## config.mk

```make
export PLATFORM = sky130hd
export DESIGN_NAME = hack_cpu_seq
export DESIGN_NICKNAME = d
export VERILOG_FILES = /design/src/rtl/hack_cpu_seq.sv
export SDC_FILE = /design/constraint.sdc
export NUM_CORES = 1
export LEC_CHECK = 0
export ABC_AREA = 1
export CAP_MARGIN = 10
export CELL_PAD_IN_SITES_DETAIL_PLACEMENT = 2
export CELL_PAD_IN_SITES_GLOBAL_PLACEMENT = 2
export CORE_MARGIN = 2
export CORE_UTILIZATION = 25
export DETAILED_ROUTE_END_ITERATION = 12
export GPL_TIMING_DRIVEN = 0
export HOLD_SLACK_MARGIN = 0.15
export PLACE_DENSITY_LB_ADDON = 0.15
export SLEW_MARGIN = 20
export SYNTH_ARGS = -nofsm -noshare
export SYNTH_HDL_FRONTEND = slang
export SYNTH_SLANG_ARGS = --single-unit
```

## constraint.sdc

```tcl
create_clock -name clk -period 3.45 [get_ports clk]
set_input_delay 0.345 -clock clk [delete_from_list [all_inputs] [get_ports clk]]
set_output_delay 0.345 -clock clk [all_outputs]
set_load 0.02 [all_outputs]
```

## src/rtl/hack_cpu_seq.sv

```systemverilog
// hack_cpu_seq: multi-cycle Hack CPU sequencer (FETCH/EXEC/WRITE) around an external 16-bit Hack ALU.
// Optional HACK_HALT_EN adds halt_req/halted and a HALT state.
`default_nettype none

module hack_cpu_seq (
  input  logic        clk,
  input  logic        reset,
  input  logic [15:0] instr,
  input  logic        instr_valid,
  output logic        instr_ready,
  output logic [14:0] pc,
  output logic [15:0] alu_x,
  output logic [15:0] alu_y,
  output logic        alu_zx,
  output logic        alu_nx,
  output logic        alu_zy,
  output logic        alu_ny,
  output logic        alu_f,
  output logic        alu_no,
  input  logic [15:0] alu_out,
  input  logic        alu_zr,
  input  logic        alu_ng,
  input  logic [15:0] inM,
  output logic [14:0] addressM,
  output logic [15:0] outM,
  output logic        writeM
`ifdef HACK_HALT_EN
  ,
  input  logic        halt_req,
  output logic        halted
`endif
);

  typedef enum logic [1:0] {
    FETCH = 2'd0,
    EXEC  = 2'd1,
    WRITE = 2'd2
`ifdef HACK_HALT_EN
    ,
    HALT  = 2'd3
`endif
  } state_t;

  state_t      state;
  logic [15:0] ir;
  logic [15:0] a_reg;
  logic [15:0] d_reg;
  logic        rzr;
  logic        rng;
  logic        jump;

  assign alu_x    = d_reg;
  assign alu_y    = ir[12] ? inM : a_reg;
  assign {alu_zx, alu_nx, alu_zy, alu_ny, alu_f, alu_no} = ir[11:6];
  assign addressM = a_reg[14:0];
  assign jump     = (ir[2] & rng) | (ir[1] & rzr) | (ir[0] & ~rzr & ~rng);

`ifdef HACK_HALT_EN
  assign instr_ready = (state == FETCH) & ~reset & ~halt_req;
`else
  assign instr_ready = (state == FETCH) & ~reset;
`endif

  always_ff @(posedge clk or posedge reset) begin
    if (reset) begin
      state  <= FETCH;
      ir     <= 16'h0000;
      a_reg  <= 16'h0000;
      d_reg  <= 16'h0000;
      pc     <= 15'h0000;
      outM   <= 16'h0000;
      rzr    <= 1'b0;
      rng    <= 1'b0;
      writeM <= 1'b0;
`ifdef HACK_HALT_EN
      halted <= 1'b0;
`endif
    end else begin
      writeM <= 1'b0;
      case (state)
        FETCH: begin
`ifdef HACK_HALT_EN
          if (halt_req) begin
            state  <= HALT;
            halted <= 1'b1;
          end else
`endif
          if (instr_valid) begin
            ir    <= instr;
            state <= EXEC;
          end
        end
        EXEC: begin
          if (!ir[15]) begin
            a_reg <= {1'b0, ir[14:0]};
            pc    <= pc + 15'd1;
            state <= FETCH;
          end else begin
            outM   <= alu_out;
            rzr    <= alu_zr;
            rng    <= alu_ng;
            writeM <= ir[3];
            state  <= WRITE;
          end
        end
        WRITE: begin
          // a_reg still holds the old A here, so jump target and M address use it
          if (ir[4]) d_reg <= outM;
          if (ir[5]) a_reg <= outM;
          pc    <= jump ? a_reg[14:0] : pc + 15'd1;
          state <= FETCH;
        end
`ifdef HACK_HALT_EN
        HALT: begin
          if (!halt_req) begin
            state  <= FETCH;
            halted <= 1'b0;
          end
        end
`endif
        default: state <= FETCH;
      endcase
    end
  end

endmodule

`default_nettype wire

```

# Word level (Yosys, flattened, before mapping)
# Cells that the tools add are included.
dict set report totals {
  ff_bits 84
  input_bits 53
  out_inout_bits 86
  wordCells 44
}
dict set report classes {
  n_addsub 1
  n_eq_ne 5
  muxes 12
  bitwise_logic 10
  reduce_logical 7
}
# operator count
set ops {}
lappend ops {{two-way mux 16 bit} 3}
lappend ops {{case mux 16 bit (2 select lines)} 1}
lappend ops {{two-way mux 15 bit} 2}
lappend ops {{case mux 15 bit (2 select lines)} 1}
lappend ops {{adder 15 x 1 -> 15 bit, second input constant} 1}
lappend ops {{AND reduction 2 bit} 4}
lappend ops {{inequality test 2 bit, second input constant} 3}
lappend ops {{AND 1 bit} 5}
lappend ops {{two-way mux 2 bit} 2}
lappend ops {{case mux 2 bit (2 select lines)} 1}
lappend ops {{inverter 1 bit} 3}
lappend ops {{AND reduction 3 bit} 1}
lappend ops {{== test 2 x 1 -> 1 bit, second input constant} 1}
lappend ops {{== test 2 bit, second input constant} 1}
lappend ops {{zero test 2 bit} 1}
lappend ops {{two-way mux 1 bit} 2}
lappend ops {{OR 1 bit} 2}
lappend ops {{nonzero test 2 bit} 1}

# Longest topological paths before layout
# Gate-level depths: netlist of the first run.
dict set report logic_depth {
  word_depth 6
  depth_mapped 9
  mapped_depth_nobuf 9
}

# Least setup slack after synthesis of the first run
# Ideal clock, no wire load.
dict set report synth_timing {
  kind {reg2reg}
  start {register pc[1]}
  end {register pc[12]}
  arrival_time_ns 1.350
  setup_slack_ns 1.984
  path_stages_with_launch 9
  path_cell_list {dfrtp_1 ha_1 nand2_1 nor2_1 nand3_1 nand2_1 nand3_1 nand2_1 nand2_1}
}
dict set report synth_via {
  elab_chain_len 3
}
# item line
set synth_lines {}
lappend synth_lines {{start: declaration} 11} ;# output logic [14:0] pc,
lappend synth_lines {{start signal: assignment} 96} ;# pc <= pc + 15'd1;
lappend synth_lines {{start signal: assignment} 110} ;# pc <= jump ? a_reg[14:0] : pc + 15'd1;
lappend synth_lines {{adder 15 x 1 -> 15 bit *} {96, 110}}
lappend synth_lines {{two-way mux 15 bit, on equally long branches} {110, 94}}
lappend synth_lines {{case mux 15 bit (2 select lines) *} 80} ;# case (state)
# Every way passes the cells marked *; elsewhere a longest branch is shown, timed or not. The select of a mux whose other input is x is not followed.
# A chain may end at the register's enable or synchronous reset.

# Final worst setup path of the first run
dict set report layout_timing {
  start {register ir[12]}
  end {output alu_y[11]}
}
dict set report layout_via {
  elab_chain_len 1
}
# item line
set layout_lines {}
lappend layout_lines {{start: declaration} 45} ;# logic [15:0] ir;
lappend layout_lines {{start signal: assignment} 89} ;# ir <= instr;
lappend layout_lines {{two-way mux 16 bit} 53} ;# assign alu_y = ir[12] ? inM : a_reg;
lappend layout_lines {{end: declaration} 13} ;# output logic [15:0] alu_y,
# No other way between the ends.

==> results.sh, run 1 <==
export IMPL_start_kind="flop"
export IMPL_worstReg2RegStart="state[1]"
export IMPL_cp_required_ps=3110
export IMPL_hold_buffers=0
export IMPL_report_final_hold_viol_count=0
export IMPL_synth_area_leaders="dfrtp_1, nand2_1, o21ai_0, nand3_1, inv_1"
export IMPL_final_cell_mix="nand2_1, clkdlybuf4s50_1, dfrtp_1"
export IMPL_p_leak_uw=0.00281
export IMPL_synth_cell_types=31
export IMPL_clockBufferDepth=2
export IMPL_detail_route_antenna_nets=0
export IMPL_postCtsSetupRepairBufs=0
export IMPL_grt_usage=0.195
export IMPL_drc=0
export IMPL_syn_num_nets=583
export IMPL_layout_commonest_cell="nand2_1"
export IMPL_drive_gt1_frac=0.0848
export IMPL_antenna_found_initial=1
export IMPL_post_route_util=0.377
export IMPL_clk_pin_slew_worst_paths_ps=70
export IMPL_rr_worst_depth=6
export IMPL_synth_top_area_frac=0.503
export IMPL_die_w_um=133
export IMPL_endpoint_kind="output pin"
export IMPL_ios=139
export IMPL_outcome="finished, final reports clean"
export IMPL_die_h_um=133
export IMPL_drtIter0Drc=154
export IMPL_fin_skew_ps=8.95
export IMPL_gp_congestion=0.791
export IMPL_die_area_mm2=0.0178
export IMPL_path_class="flop to output pin"
export IMPL_grt_pass1_wl_um=26600
export IMPL_vias=4197
export IMPL_setup_slack_ps=845
export IMPL_ir_drop_v=0.000284
export IMPL_register_area_mm2=0.00210
export IMPL_multi_input_area_mm2=0.00161
export IMPL_cts_tree="done"
export IMPL_hold_ws_ps=415
export IMPL_period_needed_ps=2600
export IMPL_num_fill_cells=1886
export IMPL_place_detailed_hpwl_um=12700
export IMPL_maxCapViolations=0
export IMPL_synth_area_mm2=0.00418
export IMPL_reg2reg_to="pc[0]"
export IMPL_fin_tns_setup_ps=0
export IMPL_start_util=0.254
export IMPL_dp_worst_setup_slack_ps=1160
export IMPL_critPathMaxFanout=10
export IMPL_cts_root_buf="clkbuf_16"
export IMPL_max_slew_margin=0.582
export IMPL_fin_nets=733
export IMPL_worstMarginPinSlew_ps=627
export IMPL_grt_max_degree=55
export IMPL_ys_ff_latch=84
export IMPL_grt_pass1_vias=4732
export IMPL_p_total_uw=5620
export IMPL_htreeDepth=3
export IMPL_syn_area_per_cell_um2=7.90
export IMPL_syn2layout_area_growth_pct=48.4
export IMPL_rsz0062_at_grt="false"
export IMPL_cts_repair_resized=0
export IMPL_cts_sink_count=84
export IMPL_cts_buffers=9
export IMPL_grt_overflow=0
export IMPL_post_route_period_util=0.755
export IMPL_fmax_mhz=384
export IMPL_yosys_warnings=0
export IMPL_hold_class="primary input to async pin"
export IMPL_worstPathArrival_ps=2260
export IMPL_rows=47
export IMPL_setup_violations=0
export IMPL_synthCells=529
export IMPL_routedWlPerCell_um=18.3
export IMPL_synth_area_leader_cell="dfrtp_1"
export IMPL_avgViaCountPerCell=4.64
export IMPL_seq_area_frac_synth=0.503
export IMPL_dr_pass1_iters=4
export IMPL_power_density_mw_per_mm2=905
export IMPL_clk_latency_ps=350
export IMPL_drv_slew=0
export IMPL_core_area_mm2=0.0165
export IMPL_reg2reg_slack_ps=1650
export IMPL_io_buffers=138
export IMPL_wirelength_um=16500
==> worst max path at each step <==
stage / startpoint / end / slack, ps / cells after the start
after floorplan: reset / a_reg[0] / 940 / 1
after global placement: reset / outM[13] / -720 / 2
after detailed placement: ir[12] / alu_y[15] / 1160 / 4
after CTS: ir[12] / alu_y[15] / 780 / 4
after global routing: ir[12] / alu_y[2] / 710 / 4
final: ir[12] / alu_y[11] / 850 / 4
==> cell families (layout without fill, tap and decap cells) <==
family | count (synthesis) | in the layout | synth area share
adders and majority gates | 1 | 1 | 0.00299
buffers and inverters | 97 | 252 | 0.112
and+or+nand+nor | 260 | 260 | 0.261
xor gates and xnor gates | 1 | 1 | 0.00210
AOI/OAI and AO/OA | 84 | 84 | 0.113
other | 0 | 1 | 0
DFF | 84 | 84 | 0.503
muxes | 2 | 2 | 0.00539
==> synth_stat cells <==
master and n:
nand2_1 190, dfrtp_1 84, inv_1 54, o21ai_0 50, nand3_1 42, buf_4 17
o21ai_1 16, nor2_1 14, o211ai_1 14, clkbuf_1 8, nand4_1 6, buf_2 5
inv_2 5, buf_6 4, buf_1 2, mux2_1 2, nand3b_1 2, clkbuf_2 1
ha_1 1, inv_4 1, nand2_4 1, nand3_2 1, nor2_4 1, nor2_8 1
nor3_1 1, o21ai_2 1, o21ai_4 1, o22ai_1 1, o31ai_1 1, or2_2 1
xnor2_1 1
==> per-stage QoR <==
step,instances,instance area [um2]
4_1_cts,904,6200
2_1_floorplan,529,4180
3_3_place_gp,887,5840
5_1_grt,905,6200
6_report,905,6200
3_5_place_dp,888,5870
==> worst max-delay path, stage by stage (launching register included) <==
cell	delay [ps]
dfrtp_1	520
clkbuf_1	520
nand2_1	120
o21ai_0	110
clkdlybuf4s50_1	640
==> layer usage <==
| metal | share of wire | up-vias | global-route usage | routed length, um |
|---|---|---|---|---|
| met5 | 0 | - | 0 | 0 |
| met4 | 0.0099 | 0 | 0.0491 | 164 |
| met3 | 0.035 | 12 | 0.0331 | 581 |
| met2 | 0.50 | 88 | 0.334 | 8310 |
| met1 | 0.45 | 2120 | 0.256 | 7480 |
| li1 | - | 1977 | - | - |
==> area by class of cell <==
type,instances,area share
flip-flops and latches,84,0.339
clock inverters,6,0.0153
well taps,220,0.0444
clock buffers,10,0.0385
diodes,1,0.000403
inverters,60,0.0371
repair buffers,139,0.227
plain buffers,37,0.0387
multi-input cells,348,0.260
==> report_power, final <==
| group | internal, uW | leakage, uW | total, uW | switching (uW) |
|---|---|---|---|---|
| Clock | 663 | 0.000164 | 1100 | 438 |
| Sequential | 1390 | 0.00107 | 1750 | 356 |
| Combinational | 1230 | 0.00158 | 2770 | 1540 |
| Total | 3280 | 0.00281 | 5620 | 2340 |
Power figures use the tool's default switching activity.
==> inputs of run 2 (changes only) <==
==> constraint.sdc (replaced) <==
create_clock -name clk -period 2.5 [get_ports clk]
set_input_delay 0.25 -clock clk [delete_from_list [all_inputs] [get_ports clk]]
set_output_delay 0.25 -clock clk [all_outputs]
set_load 0.02 [all_outputs]
==> results.sh, run 2 (synthesized netlist as in run 1, its figures left out) <==
export IMPL_outcome="finished, final reports clean"
export IMPL_ir_drop_v=0.000392
export IMPL_critical_path_endpoint="alu_y[11]"
export IMPL_setup_violations=0
export IMPL_die_w_um=133
export IMPL_p_comb_frac=0.493
export IMPL_max_slew_margin=0.614
export IMPL_die_area_mm2=0.0178
export IMPL_postCtsSetupRepairBufs=0
export IMPL_fin_nets=733
export IMPL_fin_skew_ps=8.95
export IMPL_path_delay_family="buffers and inverters"
export IMPL_post_route_period_util=0.924
export IMPL_grt_pass1_vias=4732
export IMPL_place_detailed_hpwl_um=12700
export IMPL_path_class="flop to output pin"
export IMPL_rr_worst_depth=6
export IMPL_dp_worst_setup_slack_ps=304
export IMPL_endpoint_kind="output pin"
export IMPL_critPathMaxFanout=10
export IMPL_start_kind="flop"
export IMPL_cp_required_ps=2250
export IMPL_report_final_hold_viol_count=0
export IMPL_avgViaCountPerCell=4.64
export IMPL_maxCapViolations=0
export IMPL_cts_tree="done"
export IMPL_drtIter0Drc=159
export IMPL_syn2layout_area_growth_pct=48.5
export IMPL_p_sw_uw=3230
export IMPL_routedWlPerCell_um=18.3
export IMPL_worstMarginPinSlew_ps=577
export IMPL_wirelength_um=16600
export IMPL_cp_depth=4
export IMPL_finalNonFillerCells=905
export IMPL_worstReg2RegStart="state[1]"
export IMPL_p_sw_frac=0.416
export IMPL_die_h_um=133
export IMPL_grt_pass1_wl_um=26600
export IMPL_power_density_mw_per_mm2=1250
export IMPL_io_buffers=138
export IMPL_period_needed_ps=2310
export IMPL_rsz0062_at_grt="false"
export IMPL_clockBufferDepth=2
export IMPL_dr_pass1_iters=4
export IMPL_register_area_mm2=0.00210
export IMPL_drv_slew=0
export IMPL_core_area_mm2=0.0165
export IMPL_p_leak_uw=0.00282
export IMPL_clk_pin_slew_worst_paths_ps=70
export IMPL_grt_usage=0.195
export IMPL_num_fill_cells=1886
export IMPL_hold_ws_ps=317
export IMPL_multi_input_area_mm2=0.00161
export IMPL_worstPathArrival_ps=2060
export IMPL_drive_gt1_frac=0.0892
export IMPL_gp_congestion=0.791
export IMPL_pwr_share_seq=0.311
export IMPL_grt_max_degree=55
export IMPL_critical_path_slowest_cell="clkdlybuf4s50_1"
export IMPL_layout_commonest_cell="nand2_1"
export IMPL_cts_buffers=9
export IMPL_critPathBufInv=2
export IMPL_antenna_found_initial=1
export IMPL_reg2reg_slack_ps=700
export IMPL_htreeDepth=3
export IMPL_startpoint="ir[12]"
export IMPL_ios=139
export IMPL_clk_latency_ps=350
export IMPL_cts_sink_count=84
export IMPL_start_util=0.254
export IMPL_p_clk_frac=0.196
export IMPL_rows=47
export IMPL_detail_route_antenna_nets=0
export IMPL_fmax_mhz=433
export IMPL_vias=4203
export IMPL_reg2reg_to="pc[0]"
export IMPL_cts_root_buf="clkbuf_16"
export IMPL_setup_slack_ps=189
export IMPL_drc=0
export IMPL_grt_overflow=0
export IMPL_path_cells="clkbuf_2, nand2_1, o21ai_0, clkdlybuf4s50_1"
export IMPL_p_total_uw=7760
export IMPL_internal_power_uw=4530
export IMPL_cpPeakStageDelay_ps=640
export IMPL_final_cell_mix="nand2_1, clkdlybuf4s50_1, dfrtp_1"
export IMPL_hold_class="primary input to async pin"
export IMPL_placed_cells=888
-- run 2: cell counts in the layout (fill, tap and decap cells not counted) --
Identical to the previous run, type by type.
-- run 2: how the worst min path moves through the flow --
stage / end / slack [ps] / cells past startpoint
floorplan: ir[0] / 360 / 2
global route: alu_x[5] / 360 / 2
detailed placement: ir[13] / 480 / 2
finish: outM[7] / 320 / 2
CTS: alu_x[5] / 330 / 2
global placement: ir[14] / 460 / 2
-- run 2: per-stage QoR --
stage | util | cell area (um2) | TNS (ps)
finish | 0.377 | 6210 | 0
global route | 0.377 | 6210 | 0
CTS | 0.377 | 6200 | 0
detailed placement | 0.356 | 5870 | 0
global placement | 0.354 | 5840 | -131930
floorplan | - | 4180 | 0
-- run 2: repair_timing --
action,CTS,global route
resized for setup,2,2
setup endpoints to repair,15,10
hold buffers,0,0
pin swaps,0,0
-- run 2: worst register-to-register path: stages, from the launching register on --
cell     delay (ps)
dfrtp_1         480
inv_2           110
nor2_8          200
buf_1           470
nand3_1         240
nand3_2         150
o21ai_2          60
-- run 2: area by class of cell --
class | count | share of cell area
inverter | 60 | 0.0371
multi-input combinational | 348 | 0.259
antenna | 1 | 0.000403
clock inverter | 6 | 0.0153
buffer | 37 | 0.0393
tap | 220 | 0.0443
timing repair buffer | 139 | 0.227
sequential | 84 | 0.339
clock buffer | 10 | 0.0385
-- run 2: power by group through the flow --
| stage | combinational (uW) | sequential [uW] | clock, uW |
|---|---|---|---|
| 2_1_floorplan | 1550 | 2780 | 0 |
| 3_3_place_gp | 3750 | 2420 | 0 |
| 3_5_place_dp | 3850 | 2450 | 0 |
| 6_report | 3830 | 2410 | 1520 |
| 4_1_cts | 3900 | 2430 | 1550 |
| 5_1_grt | 4170 | 2510 | 1610 |
-- run 2: layer usage --
layer / global-route usage / routed length, um / up-vias
li1: - / - / 1977
met1: 0.256 / 7540 / 2128
met2: 0.334 / 8300 / 86
met3: 0.0331 / 543 / 12
met4: 0.0491 / 164 / 0
met5: 0 / 0 / -
==> inputs of run 3 (changes only) <==
--- a/config.mk
+++ b/config.mk
@@ -6,11 +6,11 @@
 export NUM_CORES = 1
 export LEC_CHECK = 0
 export ABC_AREA = 1
-export CAP_MARGIN = 10
 export CELL_PAD_IN_SITES_DETAIL_PLACEMENT = 2
 export CELL_PAD_IN_SITES_GLOBAL_PLACEMENT = 2
 export CORE_MARGIN = 2
 export CORE_UTILIZATION = 25
+export CTS_CLUSTER_DIAMETER = 80
 export DETAILED_ROUTE_END_ITERATION = 12
 export GPL_TIMING_DRIVEN = 0
 export HOLD_SLACK_MARGIN = 0.15
==> results of run 3 <==
Final layout, timing and power as in run 2 (identical DEF).
